===== src/rtl/ula_pkg.sv =====
// ============================================================================
// Module      : ula_pkg
// Description : ULA opcodes and multiply-sequencer state encoding.
// Revision    : 1.0  initial release
// ============================================================================
`default_nettype none

package ula_pkg;

    localparam logic [1:0] ULA_ADD    = 2'b00;
    localparam logic [1:0] ULA_SUB    = 2'b01;
    localparam logic [1:0] ULA_AND    = 2'b10;
    localparam logic [1:0] ULA_BARREL = 2'b11;

    typedef logic [1:0] mul_state_t;

    localparam mul_state_t ST_IDLE  = 2'd0;
    localparam mul_state_t ST_ADD   = 2'd1;
    localparam mul_state_t ST_SHIFT = 2'd2;
    localparam mul_state_t ST_DONE  = 2'd3;

endpackage

`default_nettype wire


===== src/rtl/ula_mul_seq.sv =====
// ============================================================================
// Module      : ula_mul_seq
// Description : Shift-and-add unsigned multiplier that borrows the shared ULA
//               and barrel shifter, with a start/done handshake.
// Revision    : 1.0  initial release
// ============================================================================
`default_nettype none

module ula_mul_seq
    import ula_pkg::*;
#(
    parameter int W   = 16,
    parameter int SHW = 4
) (
    input  logic           clock,
    input  logic           resetn,
    input  logic           start,
    input  logic           clear,
    input  logic [W-1:0]   op_a,
    input  logic [W-1:0]   op_b,
    output logic           busy,
    output logic           done,
    output logic [W-1:0]   product,
    output logic           ovf,
    output logic           zero,
    output logic [W-1:0]   ula_in_1,
    output logic [W-1:0]   ula_in_2,
    output logic [1:0]     ula_opcode,
    input  logic [W-1:0]   ula_result,
    output logic [W-1:0]   barrel_src,
    output logic [SHW-1:0] barrel_shamt,
    output logic           barrel_left
);

    mul_state_t     state_q, state_d;
    logic [W-1:0]   a_q, a_d;
    logic [W-1:0]   b_q, b_d;
    logic [W-1:0]   acc_q, acc_d;
    logic           ovfr_q, ovfr_d;
    logic [W-1:0]   prod_q, prod_d;
    logic           ovf_q, ovf_d;
    logic           zero_q, zero_d;
    logic [W-1:0]   w_b_shr;

    assign w_b_shr = b_q >> 1;

    always_comb begin
        state_d      = state_q;
        a_d          = a_q;
        b_d          = b_q;
        acc_d        = acc_q;
        ovfr_d       = ovfr_q;
        prod_d       = prod_q;
        ovf_d        = ovf_q;
        zero_d       = zero_q;
        ula_in_1     = '0;
        ula_in_2     = '0;
        ula_opcode   = ULA_ADD;
        barrel_src   = '0;
        barrel_shamt = '0;
        barrel_left  = 1'b0;

        case (state_q)
            ST_IDLE: begin
                if (start) begin
                    a_d     = op_a;
                    b_d     = op_b;
                    acc_d   = '0;
                    ovfr_d  = 1'b0;
                    state_d = ST_ADD;
                end
            end
            ST_ADD: begin
                ula_opcode = ULA_ADD;
                ula_in_1   = acc_q;
                ula_in_2   = b_q[0] ? a_q : '0;
                acc_d      = ula_result;
                if (ula_result < acc_q) begin
                    ovfr_d = 1'b1;
                end
                state_d = ST_SHIFT;
            end
            ST_SHIFT: begin
                ula_opcode   = ULA_BARREL;
                barrel_src   = a_q;
                barrel_shamt = SHW'(1);
                barrel_left  = 1'b1;
                a_d          = ula_result;
                b_d          = w_b_shr;
                if (a_q[W-1] && (w_b_shr != '0)) begin
                    ovfr_d = 1'b1;
                end
                // acc is final after the last ADD, so the result is published
                // on entry to DONE and is valid while done is high.
                if (w_b_shr == '0) begin
                    prod_d  = acc_q;
                    ovf_d   = ovfr_q;
                    zero_d  = (acc_q == '0);
                    state_d = ST_DONE;
                end else begin
                    state_d = ST_ADD;
                end
            end
            ST_DONE: begin
                state_d = ST_IDLE;
            end
            default: begin
                state_d = ST_IDLE;
            end
        endcase

        if (clear) begin
            state_d = ST_IDLE;
            a_d     = a_q;
            b_d     = b_q;
            acc_d   = acc_q;
            ovfr_d  = ovfr_q;
            prod_d  = prod_q;
            ovf_d   = ovf_q;
            zero_d  = zero_q;
        end
    end

    always_ff @(posedge clock or negedge resetn) begin
        if (!resetn) begin
            state_q <= ST_IDLE;
            a_q     <= '0;
            b_q     <= '0;
            acc_q   <= '0;
            ovfr_q  <= 1'b0;
            prod_q  <= '0;
            ovf_q   <= 1'b0;
            zero_q  <= 1'b1;
        end else begin
            state_q <= state_d;
            a_q     <= a_d;
            b_q     <= b_d;
            acc_q   <= acc_d;
            ovfr_q  <= ovfr_d;
            prod_q  <= prod_d;
            ovf_q   <= ovf_d;
            zero_q  <= zero_d;
        end
    end

    assign busy    = (state_q == ST_ADD) || (state_q == ST_SHIFT);
    assign done    = (state_q == ST_DONE);
    assign product = prod_q;
    assign ovf     = ovf_q;
    assign zero    = zero_q;

endmodule

`default_nettype wire


===== config.mk =====
export PLATFORM = sky130hd
export DESIGN_NAME = ula_mul_seq
export DESIGN_NICKNAME = d
export VERILOG_FILES = /design/src/rtl/ula_pkg.sv /design/src/rtl/ula_mul_seq.sv
export SDC_FILE = /design/constraint.sdc
export NUM_CORES = 1
export LEC_CHECK = 0
export BUFFER_PORTS_ARGS = -buffer_cell sky130_fd_sc_hd__buf_2
export CORE_MARGIN = 8
export CORE_UTILIZATION = 51
export CTS_CLUSTER_DIAMETER = 200
export DETAILED_ROUTE_END_ITERATION = 8
export PLACE_DENSITY_LB_ADDON = 0.1
export SKIP_LAST_GASP = 1
export SLEW_MARGIN = 20
export SYNTH_ARGS = -nofsm -noshare
export SYNTH_HDL_FRONTEND = slang
export SYNTH_SLANG_ARGS = --single-unit

===== constraint.sdc =====
create_clock -name clock -period 2.65 [get_ports clock]
set_input_delay 0.265 -clock clock [delete_from_list [all_inputs] [get_ports clock]]
set_output_delay 0.265 -clock clock [all_outputs]
set_load 0.01 [all_outputs]

# After elaboration in Yosys (flattened, before gate mapping)

Index checks and enable logic that the tools add are counted.

RAM bits: 0
Flip-flop bits (word level): 69
Input bits: 52
Memory bits (read-only): 0
Memories kept: 0
Bits in latches: 0
Output and inout bits: 75

Mux-type cells: 21
Bitwise gates (word level): 1
Multiply operators: 0
Eq/ne operators: 7
Div/mod/pow operators: 0
Order comparisons: 1
Shift-type cells: 0
Add/sub/neg operators: 0
Reductions and logical operators: 13

Operators with widths:

| kind                                                 | number |
|---|---|
| 2-to-1 mux 16 bit                                    | 7 |
| one-hot mux 16 bit (2 select lines)                  | 3 |
| zero test 16 bit                                     | 2 |
| less-than comparator 16 bit                          | 1 |
| nonzero test 16 bit                                  | 1 |
| AND reduction 3 bit                                  | 3 |
| 2-to-1 mux 2 bit                                     | 4 |
| one-hot mux 2 bit (4 select lines)                   | 1 |
| != test 2 bit (second input constant)                | 3 |
| 2-to-1 mux 1 bit                                     | 5 |
| AND reduction 5 bit                                  | 1 |
| equality test 2 bit (second input constant)          | 2 |
| nonzero test 2 bit                                   | 2 |
| != test 3 bit (second input constant)                | 1 |
| one-hot mux 1 bit (3 select lines)                   | 1 |
| nonzero test 3 bit                                   | 1 |
| equality test 2 x 1 -> 1 bit (second input constant) | 1 |
| zero test 2 bit                                      | 1 |
| logical AND 1 bit                                    | 1 |
| logical OR 1 bit                                     | 1 |
| inverter 1 bit                                       | 1 |

# Depth between registers and ports, before layout

Depth after elaboration: 4
Depth in mapped cells: 8

# Worst setup path after synthesis

OpenSTA, ideal clock, no wires.

Path kind: flip-flop to flip-flop
Start: register state_q[0]
End: register prod_q[10] (netlist: product[10])
Setup time: 127 ps
Stages on the path, launching flop included: 9
Data arrival time: 2064 ps
Data required time: 2523 ps
Slack: 459 ps
Cell sequence: dfrtp_1 inv_1 ha_1 buf_2 nor4b_2 nand4_2 nor2_4 buf_6 mux2_1

Longest elaborated chain between the ends: 2

Ends and longest elaborated chain:

| item                                 | line               | RTL |
|---|---|---|
| start: declaration                   | ula_mul_seq.sv:35  | `mul_state_t state_q, state_d;` |
| start signal: assignment             | ula_mul_seq.sv:135 | `state_q <= state_d;` |
| equality test 2 bit                  | ula_mul_seq.sv:63  | `case (state_q)` |
| AND reduction 3 bit (no source line) | -                  |  |
| end signal: assignment               | ula_mul_seq.sv:140 | `prod_q <= prod_d;` |
| end: declaration                     | ula_mul_seq.sv:40  | `logic [W-1:0] prod_q, prod_d;` |

No other way between the ends.
A chain may end at the register's enable or synchronous reset.

# Final worst setup path

Start: register state_q[0]
End: output port barrel_src[2]

Longest elaborated chain between the ends: 2

Ends and longest elaborated chain:

| item                | line              | RTL |
|---|---|---|
| equality test 2 bit | ula_mul_seq.sv:63 |  |
| 2-to-1 mux 16 bit   | ula_mul_seq.sv:63 |  |
| end: declaration    | ula_mul_seq.sv:30 | `output logic [W-1:0] barrel_src,` |

No other way between the ends.

==> flow_metrics.tcl <==
set metrics [dict create \
    num_io_pins 127 \
    insertion_delay_ns 0.34 \
    yosysMostFrequentCell "dfrtp_1" \
    drt_first_pass_iters 4 \
    via_per_inst 5.36 \
    synth_top_cell_by_area "dfrtp_1" \
    start_util 0.524 \
    antenna_left 0 \
    fin_skew_ns 0.00693 \
    max_freq_mhz 415 \
    io_buffers 123 \
    cts_setup_buffers 0 \
    grt_overflow 0 \
    crit_type "reg -> out" \
    cts_tree "done" \
    dieArea_um2 10500 \
    dpl.hpwl_mm 7.52 \
    coreArea_um2 7250 \
    slew_violations 0 \
    clk_path_buf_depth 2 \
    cts_sinks 69 \
    ys_ff_latch 69 \
    synth.top_cell.area_share 0.448 \
    end_kind "output port" \
    drtIter0Drc 121 \
    synth-seq-area-share 0.455 \
    finalSetupTns_ns 0 \
    synth_ff_type "dfrtp_1" \
    grt_use_total 0.196 \
    min_period_over_period 0.910 \
    cp.arrival_ns 2.15 \
    syn-instance-count 365 \
    grt_pass1_vias 3233 \
    hold_path.class "in -> async" \
    num_vias 3133 \
    wire_per_inst_um 17.2 \
    drc 0 \
    cts-hold-fix-buffers 0 \
    dp_slack_ns 0.437 \
    synth_cell_types 42 \
    synth_edf_count 0 \
    p_leak_nw 2.41 \
    ys_async_sr_fraction 1.00 \
    netlist_area_um2 3800 \
    clock-root-buffer "clkbuf_8" \
    worst_slack_ns 0.240 \
    finalSetupViolations 0 \
    required_ns 2.38 \
    layout.nets 554 \
    die_x_um 102 \
    antenna_found_initial 0 \
    cp_max_fo 39 \
    grt_max_degree 70 \
    rsz0062_at_grt "no" \
    grt_pass1_wl_mm 16.0 \
    finalCriticalPeriod_ns 2.41 \
    netlist_top_cells_count "68 x dfrtp_1, 37 x a21oi_1, 34 x nor2_1" \
    gp_congestion 0.763 \
    cp-start-kind "flop" \
    clk_pin_slew_worst_paths_ns 0.07 \
    yosys_warnings 0 \
    ir_drop_v 0.000400 \
    syn-mean-instance-area_um2 10.4 \
    chipHeight_um 102 \
    slew_headroom 0.415 \
    tightest_slew_ns 0.878 \
    status "finished clean" \
    routed_wl_mm 10.1 \
    synthToLayoutAreaGrowth_pct 23.3 \
    post_cts_resized 0 \
    drv_cap 0 \
    cts_buffers 9 \
    hold_violations 0 \
    p_per_area_nw_per_um2 869 \
    placement_rows 31 \
    h-tree-depth 3 \
    diodes 0 \
    drive_gt1_frac 0.331 \
    synth.area.top_cells "dfrtp_1 45%, mux2i_1 8.2%, ha_1 6.6%" \
]
report_power, final:
| group | internal (W) | switching [W] | leakage [nW] |
|---|---|---|---|
| clock | 0.000483 | 0.000372 | 0.0968 |
| sequential | 0.00141 | 0.000389 | 0.845 |
| combinational | 0.000664 | 0.000754 | 1.47 |
cell families (layout without fill, tap and decap cells):
group | after synthesis | in the layout | share of synthesized area
mux | 49 | 49 | 0.135
flops | 69 | 69 | 0.455
buf+inv | 47 | 166 | 0.0553
compound gates | 71 | 71 | 0.122
other cells | 1 | 3 | 0.000987
fa+ha+maj | 20 | 20 | 0.0659
simple gates | 108 | 108 | 0.166
worst paths after layout:
check,startpoint,to,slack (ns),cells after the start
worst min-delay path,resetn,b_q[3],0.11,2
worst max register to register,state_q[0],product[1],0.47,6
worst min register to register,product[13],product[13],0.48,1
worst max-delay path,state_q[0],barrel_src[2],0.24,6
min in group clock,ula_result[3],acc_q[3],0.19,2
max in group asynchronous,resetn,acc_q[14],1.94,2
sequential cells by signal, summed over array words and instances, names as in the netlist:
name / cells
a_q: 16
ovfr_q: 1
product: 16
ovf: 1
acc_q: 16
b_q: 16
state_q: 2
zero: 1
routing by layer:
metal / global-route usage / vias to the layer above / share of wire
met1: 0.246 / 1502 / 0.44
met5: 0 / - / 0
met3: 0.0450 / 12 / 0.066
li1: - / 1519 / -
met4: 0.0790 / 0 / 0.018
met2: 0.319 / 100 / 0.48
stage by stage:
stage          power (W)  hold slack [ns]  instances   util  instance area (um^2)
3_5_place_dp     0.00323            0.474        570  0.620                  4490
2_1_floorplan    0.00268          -0.0306        367      -                  3810
6_report         0.00407            0.108        585  0.646                  4690
5_1_grt          0.00437            0.203        585  0.646                  4690
3_3_place_gp     0.00317            0.464        570  0.620                  4490
4_1_cts          0.00410            0.159        585  0.646                  4690
layout by cell type (no fill, tap or decap), types with 2 or more instances in the layout:
cell / n
dfrtp_1: 68
buf_2: 123
nor2_1: 34
ha_1: 19
mux2i_1: 31
nor3_1: 2
and3_1: 16
buf_4: 6
a22o_1: 16
clkbuf_8: 11
nand4_1: 4
mux2_1: 11
a211oi_1: 3
nand2_1: 3
clkbuf_1: 3
nor4_1: 6
a21oi_1: 36
conb_1: 3
nor4_2: 2
mux2_2: 7
o21ai_0: 6
and2_1: 31
a311oi_1: 2
inv_1: 21
nand2b_1: 2
final cells by class:
type                       count  area (um^2)
clock inverter                 1         30.0
clock buffer                  14          163
fill                         641         2570
inverter                      21         78.8
timing repair buffer         130          681
tap                           99          124
sequential                    69         1730
multi-input combinational    251         1880
worst max-delay path, stage by stage, from the launching register on:
cell	delay, ns
dfrtp_1	0.41
inv_1	0.14
ha_2	0.19
buf_4	0.21
buf_4	0.49
and2_1	0.21
buf_2	0.13
Power figures use the tool's default switching activity.
